==> src/rtl/alu_issue_pkg.sv <==
// Shared definitions for the execute-stage issue controller: opcodes, FSM states
// and the multi-cycle opcode classifier.
package alu_issue_pkg;

    localparam logic [4:0] OP_ADD = 5'b00000;
    localparam logic [4:0] OP_SUB = 5'b00001;
    localparam logic [4:0] OP_MUL = 5'b00010;
    localparam logic [4:0] OP_DIV = 5'b00011;
    localparam logic [4:0] OP_DEC = 5'b01110;
    localparam logic [4:0] OP_MAX = 5'b01110;

    typedef enum logic [1:0] {
        IDLE    = 2'd0,
        EXEC    = 2'd1,
        WAIT_MC = 2'd2,
        DONE    = 2'd3
    } state_t;

    function automatic logic is_multicycle(input logic [4:0] opcode);
        return (opcode == OP_MUL) || (opcode == OP_DIV);
    endfunction

endpackage

==> src/rtl/alu_issue_ctrl.sv <==
// Execute-stage sequencer between decode and the ALU; holds operands, starts multi-cycle
// ops and hands results to writeback. Optional watchdog: define ALU_ISSUE_TIMEOUT_EN.
//
// state   | meaning
// IDLE    | no operation held, ready for decode
// EXEC    | operands on ALU, single-cycle result or start pulse this cycle
// WAIT_MC | multiply/divide in progress, waiting for alu_valid
// DONE    | result held for writeback until wb_ready
module alu_issue_ctrl
    import alu_issue_pkg::*;
#(
    parameter int unsigned WIDTH          = 32,
    parameter int unsigned RD_W           = 5,
    parameter int unsigned TIMEOUT_CYCLES = 64
) (
    input  logic             clk,
    input  logic             rst,
    input  logic             in_valid,
    output logic             in_ready,
    input  logic [4:0]       in_opcode,
    input  logic [WIDTH-1:0] in_op1,
    input  logic [WIDTH-1:0] in_op2,
    input  logic [RD_W-1:0]  in_rd,
    output logic [WIDTH-1:0] alu_in1,
    output logic [WIDTH-1:0] alu_in2,
    output logic [4:0]       alu_opcode,
    output logic             alu_start,
    input  logic [WIDTH-1:0] alu_result,
    input  logic             alu_flag,
    input  logic             alu_valid,
    output logic             wb_valid,
    input  logic             wb_ready,
    output logic [WIDTH-1:0] wb_result,
    output logic             wb_flag,
    output logic [RD_W-1:0]  wb_rd,
    output logic             wb_illegal,
    output logic             wb_timeout
);

    state_t           state, state_nxt;
    logic [4:0]       op_q;
    logic [WIDTH-1:0] op1_q, op2_q;
    logic [RD_W-1:0]  rd_q;
    logic [WIDTH-1:0] res_q;
    logic             flag_q;
    logic             illegal_q;

    logic accept;
    logic capture_alu;
    logic capture_illegal;
    logic capture_timeout;
    logic wd_expired;

    // A zero watchdog limit would make every multi-cycle op time out immediately.
    if (TIMEOUT_CYCLES < 1) begin : g_bad_timeout
        $error("alu_issue_ctrl: TIMEOUT_CYCLES must be at least 1");
    end

    always_ff @(posedge clk) begin
        if (!rst) begin
            state <= IDLE;
        end else begin
            state <= state_nxt;
        end
    end

    always_comb begin
        state_nxt       = state;
        in_ready        = (state == IDLE) || ((state == DONE) && wb_ready);
        accept          = in_valid && in_ready;
        alu_start       = 1'b0;
        capture_alu     = 1'b0;
        capture_illegal = 1'b0;
        capture_timeout = 1'b0;
        case (state)
            IDLE: begin
                if (accept) state_nxt = EXEC;
            end
            EXEC: begin
                if (op_q > OP_MAX) begin
                    capture_illegal = 1'b1;
                    state_nxt       = DONE;
                end else if (is_multicycle(op_q)) begin
                    alu_start = 1'b1;
                    state_nxt = WAIT_MC;
                end else begin
                    capture_alu = 1'b1;
                    state_nxt   = DONE;
                end
            end
            WAIT_MC: begin
                if (alu_valid) begin
                    capture_alu = 1'b1;
                    state_nxt   = DONE;
                end else if (wd_expired) begin
                    capture_timeout = 1'b1;
                    state_nxt       = DONE;
                end
            end
            DONE: begin
                if (wb_ready) state_nxt = accept ? EXEC : IDLE;
            end
            default: state_nxt = IDLE;
        endcase
    end

    always_ff @(posedge clk) begin
        if (!rst) begin
            op_q      <= '0;
            op1_q     <= '0;
            op2_q     <= '0;
            rd_q      <= '0;
            res_q     <= '0;
            flag_q    <= 1'b0;
            illegal_q <= 1'b0;
        end else begin
            if (accept) begin
                op_q  <= in_opcode;
                op1_q <= in_op1;
                op2_q <= in_op2;
                rd_q  <= in_rd;
            end
            if (capture_alu) begin
                res_q     <= alu_result;
                flag_q    <= alu_flag;
                illegal_q <= 1'b0;
            end else if (capture_illegal) begin
                res_q     <= '0;
                flag_q    <= 1'b0;
                illegal_q <= 1'b1;
            end else if (capture_timeout) begin
                res_q     <= '1;
                flag_q    <= 1'b0;
                illegal_q <= 1'b0;
            end
        end
    end

`ifdef ALU_ISSUE_TIMEOUT_EN
    localparam int unsigned WD_W = $clog2(TIMEOUT_CYCLES + 1);

    logic [WD_W-1:0] wd_cnt;
    logic            timeout_q;

    // Loaded while in EXEC so the first WAIT_MC cycle already counts.
    always_ff @(posedge clk) begin
        if (!rst) begin
            wd_cnt    <= '0;
            timeout_q <= 1'b0;
        end else begin
            if (state == EXEC) begin
                wd_cnt <= WD_W'(TIMEOUT_CYCLES - 1);
            end else if ((state == WAIT_MC) && (wd_cnt != '0)) begin
                wd_cnt <= wd_cnt - 1'b1;
            end
            if (capture_alu || capture_illegal) begin
                timeout_q <= 1'b0;
            end else if (capture_timeout) begin
                timeout_q <= 1'b1;
            end
        end
    end

    assign wd_expired = (state == WAIT_MC) && (wd_cnt == '0);
    assign wb_timeout = timeout_q;
`else
    assign wd_expired = 1'b0;
    assign wb_timeout = 1'b0;
`endif

    assign alu_in1    = op1_q;
    assign alu_in2    = op2_q;
    assign alu_opcode = op_q;
    assign wb_valid   = (state == DONE);
    assign wb_result  = res_q;
    assign wb_flag    = flag_q;
    assign wb_rd      = rd_q;
    assign wb_illegal = illegal_q;

endmodule

==> config.mk <==
export PLATFORM = sky130hd
export DESIGN_NAME = alu_issue_ctrl
export DESIGN_NICKNAME = d
export VERILOG_FILES = /design/src/rtl/alu_issue_pkg.sv /design/src/rtl/alu_issue_ctrl.sv
export SDC_FILE = /design/constraint.sdc
export NUM_CORES = 1
export LEC_CHECK = 0
export BUFFER_PORTS_ARGS = -buffer_cell sky130_fd_sc_hd__buf_4
export CORE_MARGIN = 4
export CORE_UTILIZATION = 30
export DETAILED_ROUTE_END_ITERATION = 8
export PLACE_DENSITY = 0.55
export SYNTH_ARGS = -nofsm -noshare
export SYNTH_HDL_FRONTEND = slang
export SYNTH_SLANG_ARGS = --single-unit
==> constraint.sdc <==
create_clock -name clk -period 2.05 [get_ports clk]
set_input_delay 0.1025 -clock clk [delete_from_list [all_inputs] [get_ports clk]]
set_output_delay 0.1025 -clock clk [all_outputs]
set_load 0.01 [all_outputs]
Word level (Yosys, flattened, before mapping) --
Cells that the tools add are included.
Cells by class: reduce and logical (&&, ||, !) cells 8, multiplexer cells 21, bitwise operators 1, $lt $le $gt $ge 1, equal/unequal tests 8
Operator list (number):
- 32-bit two-way mux | 2
- 1-bit two-way mux | 14
- 5-bit by 2-bit equality test with 1-bit output (second input constant) | 2
- 2-bit case mux with 4 select lines | 1
- 2-bit two-way mux | 3
- 5-bit by 4-bit greater-than comparator with 1-bit output (second input constant) | 1
- 2-bit equality test (second input constant) | 2
- 2-bit inequality test (second input constant) | 2
- 3-bit AND reduction | 1
- 2-bit by 1-bit equality test with 1-bit output (second input constant) | 1
- 1-bit logical AND | 2
- 2-bit zero test | 1
- 1-bit logical OR | 2
- 2-bit by 1-bit inequality test with 1-bit output (second input constant) | 1
- 1-bit case mux with 2 select lines | 1
- 2-bit nonzero test | 1
- 2-bit OR reduction | 1
- 1-bit inverter | 1
Word-level totals: input bits 112, output and inout bits 112, logic and storage cells 47, register bits 110

Depth between registers and ports, before layout --
word-level depth 7, gate-level depth with buffers 8, depth with buffers taken out 6

Worst setup path after synthesis --
No wires, ideal clock.
kind reg2reg, start point register state[0], end point register res_q[10], in the netlist wb_result[10], setup time 0.059 ns, period minus slack after synthesis 1.699 ns, required time 1.991 ns, path slack 0.351 ns, arrival 1.640 ns, buffers on the path 1, stages on the path, launching flop included 8, cells stage by stage dfxtp_1 -> inv_1 -> ha_1 -> a21oi_1 -> o211ai_1 -> a21oi_1 -> buf_2 -> a22o_1
On the way: cells in the longest elaborated chain, start to end 3, elaborated cells on any way between the ends 6, classes of those cells eq/ne: 2; mux: 3; reduce/logical: 1
RTL lines:
- start, declared | line alu_issue_ctrl.sv:40 | state_t state, state_nxt;
- start signal, assigned | line alu_issue_ctrl.sv:63 | state <= state_nxt;
- 2-bit equality test or 2-bit by 1-bit equality test with 1-bit output (tied branches) | line alu_issue_ctrl.sv:75 | case (state)
- 1-bit case mux with 2 select lines or 1-bit two-way mux (tied branches) | line alu_issue_ctrl.sv:75
- 32-bit two-way mux or 2-bit nonzero test (tied branches)
- end signal, assigned | line alu_issue_ctrl.sv:124 | res_q <= alu_result;
- end, declared | line alu_issue_ctrl.sv:44 | logic [WIDTH-1:0] res_q;
Several ways; a longest one is shown, not always the timed one. A chain may end at the register's enable or synchronous reset.

Worst setup path in the final report --
start point register state[1], end point register res_q[4], in the netlist wb_result[4]
Same word-level chain as after synthesis.

==> impl_metrics.csv <==
group,metric,value,unit
global_route,antenna_found_initial,0,
critical_path,critPathKind,"register to register",
synth,synth_area,0.00384,mm2
final_layout,postLayoutCellArea,0.00695,mm2
clock_network,clockBufferDepth,2,
synth,yosysSeqAreaShare,57.3,%
critical_path,r2r_end,"wb_result[4]",
power_and_ir_drop,power_density,999,mW/mm2
routing,drt_iter0_drc,173,
synth,ys_top_cells_by_area,"dfxtp_1 (57%), nand2_1 (15%), a21oi_1 (10%)",
die,die-area,0.0147,mm2
critical_path,cp-start-kind,"register",
clock_network,cts_resized,0,
routing,dr.pass1.iters,4,
final_layout,num-fill-cells,1090,
clock_network,cts-htree-levels,3,
clock_network,cts_tree,"built",
routing,vias_per_cell,4.51,
global_route,grt_pass1_wl,20.1,mm
synth,avgSynthCellArea,8.77,um2
critical_path,cp.required,2.33,ns
die,die_x,121,um
placed_design,place_hpwl,8.58,mm
timing,worstMarginPinSlew,0.581,ns
final_layout,fin_nets,864,
routing,vias,4157,
timing,fin_crit_sh,91.2,%
final_layout,n_antenna_cell,0,
placed_design,post-place-ws,0.207,ns
worst_hold_path,min_from,"in_op1[28]",
timing,final_hold_viol_count,0,
critical_path,critPathMaxFanout,33,
timing,holdWs,0.0207,ns
global_route,grtUsageTotal,17.1,%
worst_hold_path,hp-class,"input port to register",
final_layout,fin_cells,922,
timing,slew_viol_final,0,
routing,wl_per_cell,14.3,um
clock_network,cts_hold_repair.buffers,100,
synth,synth_cell_types,27,
timing,setup_violations,0,
global_route,overflow,0,
timing,slew_headroom,61.3,%
routing,drc,0,
critical_path,endpoint_kind,"register",
synth,synth_fp_nets,555,
die,coreArea,0.0126,mm2
timing,finalSetupTns,0,ns
die,initial_core_util,30.6,%
timing,grt_setup_unrepaired,"no",
global_route,grt_pass1_vias,4160,
final_layout,layout_common_cells,"buf_4 (225), nand2_1 (150), dfxtp_1 (110)",
synth,netlist_instances,438,
critical_path,regToRegStartpoint,"state[1]",
power_and_ir_drop,peakVddDrop,376,uV
critical_path,worstPathArrival,2.15,ns
synth,synth_top_area_share,57.3,%
die,die_height,121,um
die,io_pins,224,
routing,wirelength,13.2,mm
die,rows,41,
synth,synth-seq-cells,110,
timing,fin_skew,0.00700,ns
placed_design,numPortBuffers,222,
global_route,grt_max_degree,45,
worst_hold_path,hold_end,"alu_in1[28]",
critical_path,r2r_setup_slack,0.18,ns
run,cap_violations,0,
power_and_ir_drop,p_leak,3.14,nW
final_layout,layout_commonest_cell,"buf_4",
timing,fin_crit,1.87,ns
clock_network,clock_sinks,110,
outcome,run_status,"finished clean",
clock_network,clk_latency,0.34,ns
final_layout,syn_to_final_growth,81.0,%
routing,route.antenna.remaining_nets,0,
clock_network,path_clk_slew,0.07,ns
clock_network,cts.root.buffer_cell,"clkbuf_16",
placed_design,post_dp_cell_area,0.00569,mm2
timing,setup_ws,0.181,ns
timing,clock.fmax,0.535,GHz
final_layout,layout-drive-gt1-share,32.7,%
synth,yosysTopAreaCell,"dfxtp_1",
placed_design,dp_cells,808,
synth,yosys_warnings,0,
clock_network,cts_buffers,9,
critical_path,r2r_cells,7,
clock_network,cts_setup_buffers,0,
worst_hold_path,min_delay_path_depth,3,
placed_design,gp_congestion,0.729,
-- power by group --
part / internal, mW / switching, mW
Sequential: 2.57 / 0.249
Clock: 0.846 / 0.728
Combinational: 1.26 / 1.29
-- worst max-delay path: stages, from the launching register on --
cell and delay [ns]:
dfxtp_1 0.38, inv_1 0.10, ha_1 0.34, a21oi_1 0.15, o211ai_1 0.12, a21oi_2 0.15, buf_4 0.34, a22o_1 0.21
-- worst max-delay path by stage --
| stage | startpoint | endpoint | slack [ns] | cells past startpoint |
|---|---|---|---|---|
| after detailed placement | state[1] | wb_result[10] | 0.21 | 7 |
| after global placement | state[0] | wb_result[25] | 0.28 | 7 |
| final | state[1] | wb_result[4] | 0.18 | 7 |
| after CTS | state[1] | wb_result[10] | 0.18 | 7 |
| after floorplan | state[0] | wb_result[10] | 0.35 | 7 |
| after global routing | state[1] | wb_result[4] | 0.02 | 7 |
-- synthesized netlist by cell type --
library cell,number
a211oi_1,2
nand4_1,1
a31oi_1,1
or3b_1,1
buf_1,7
buf_4,2
nand2b_1,2
nor2b_1,1
and2_1,1
inv_1,7
o311ai_1,1
nor2_1,3
buf_6,3
a21oi_1,77
nand2_1,151
a22o_1,33
and3_1,2
buf_2,8
a222oi_1,1
ha_1,5
a21o_1,1
dfxtp_1,110
o21ai_0,3
conb_1,1
clkbuf_1,12
o211ai_1,1
mux2i_1,1
-- kinds of logic (layout without fill, tap and decap cells) --
family                   Yosys count  after routing  synth area share [%]
buffers and inverters             39            351                  4.86
AND/OR/NAND/NOR                  162            162                  16.4
adder cells (fa/ha/maj)            5              5                  1.63
flip-flops                       110            110                  57.3
AO/OA/AOI/OAI                    120            120                  19.4
multiplexers                       1              1                 0.261
other                              1              1                0.0977
-- state kept, by name (all words and copies together), names as in the netlist --
register	count
alu_in1	32
alu_in2	32
alu_opcode	5
state	2
wb_flag	1
wb_illegal	1
wb_rd	5
wb_result	32
-- layout make-up --
cell class,instances,area [um2],share of cell area [%]
Clock buffer,13,250,3.60
Clock inverter,1,7.51,0.108
Inverter,7,26.3,0.378
Multi-Input combinational cell,289,1460,21.0
Sequential cell,110,2200,31.7
Tap cell,172,215,3.10
Timing Repair Buffer,330,2790,40.1
-- metrics by stage --
step / util [%] / power, mW
final: 55.3 / 6.95
after global routing: 55.3 / 7.38
after CTS: 55.3 / 7.03
after detailed placement: 45.3 / 5.27
after global placement: 45.3 / 5.21
after floorplan: - / 4.07
-- per-layer routing --
layer	vias up	routed length (um)	track usage [%]
li1	2076	-	-
met1	1896	5270	19.5
met2	167	6390	29.8
met3	18	1260	5.69
met4	0	235	6.30
met5	-	0	0
No activity file was read; power rests on OpenSTA's default activity.
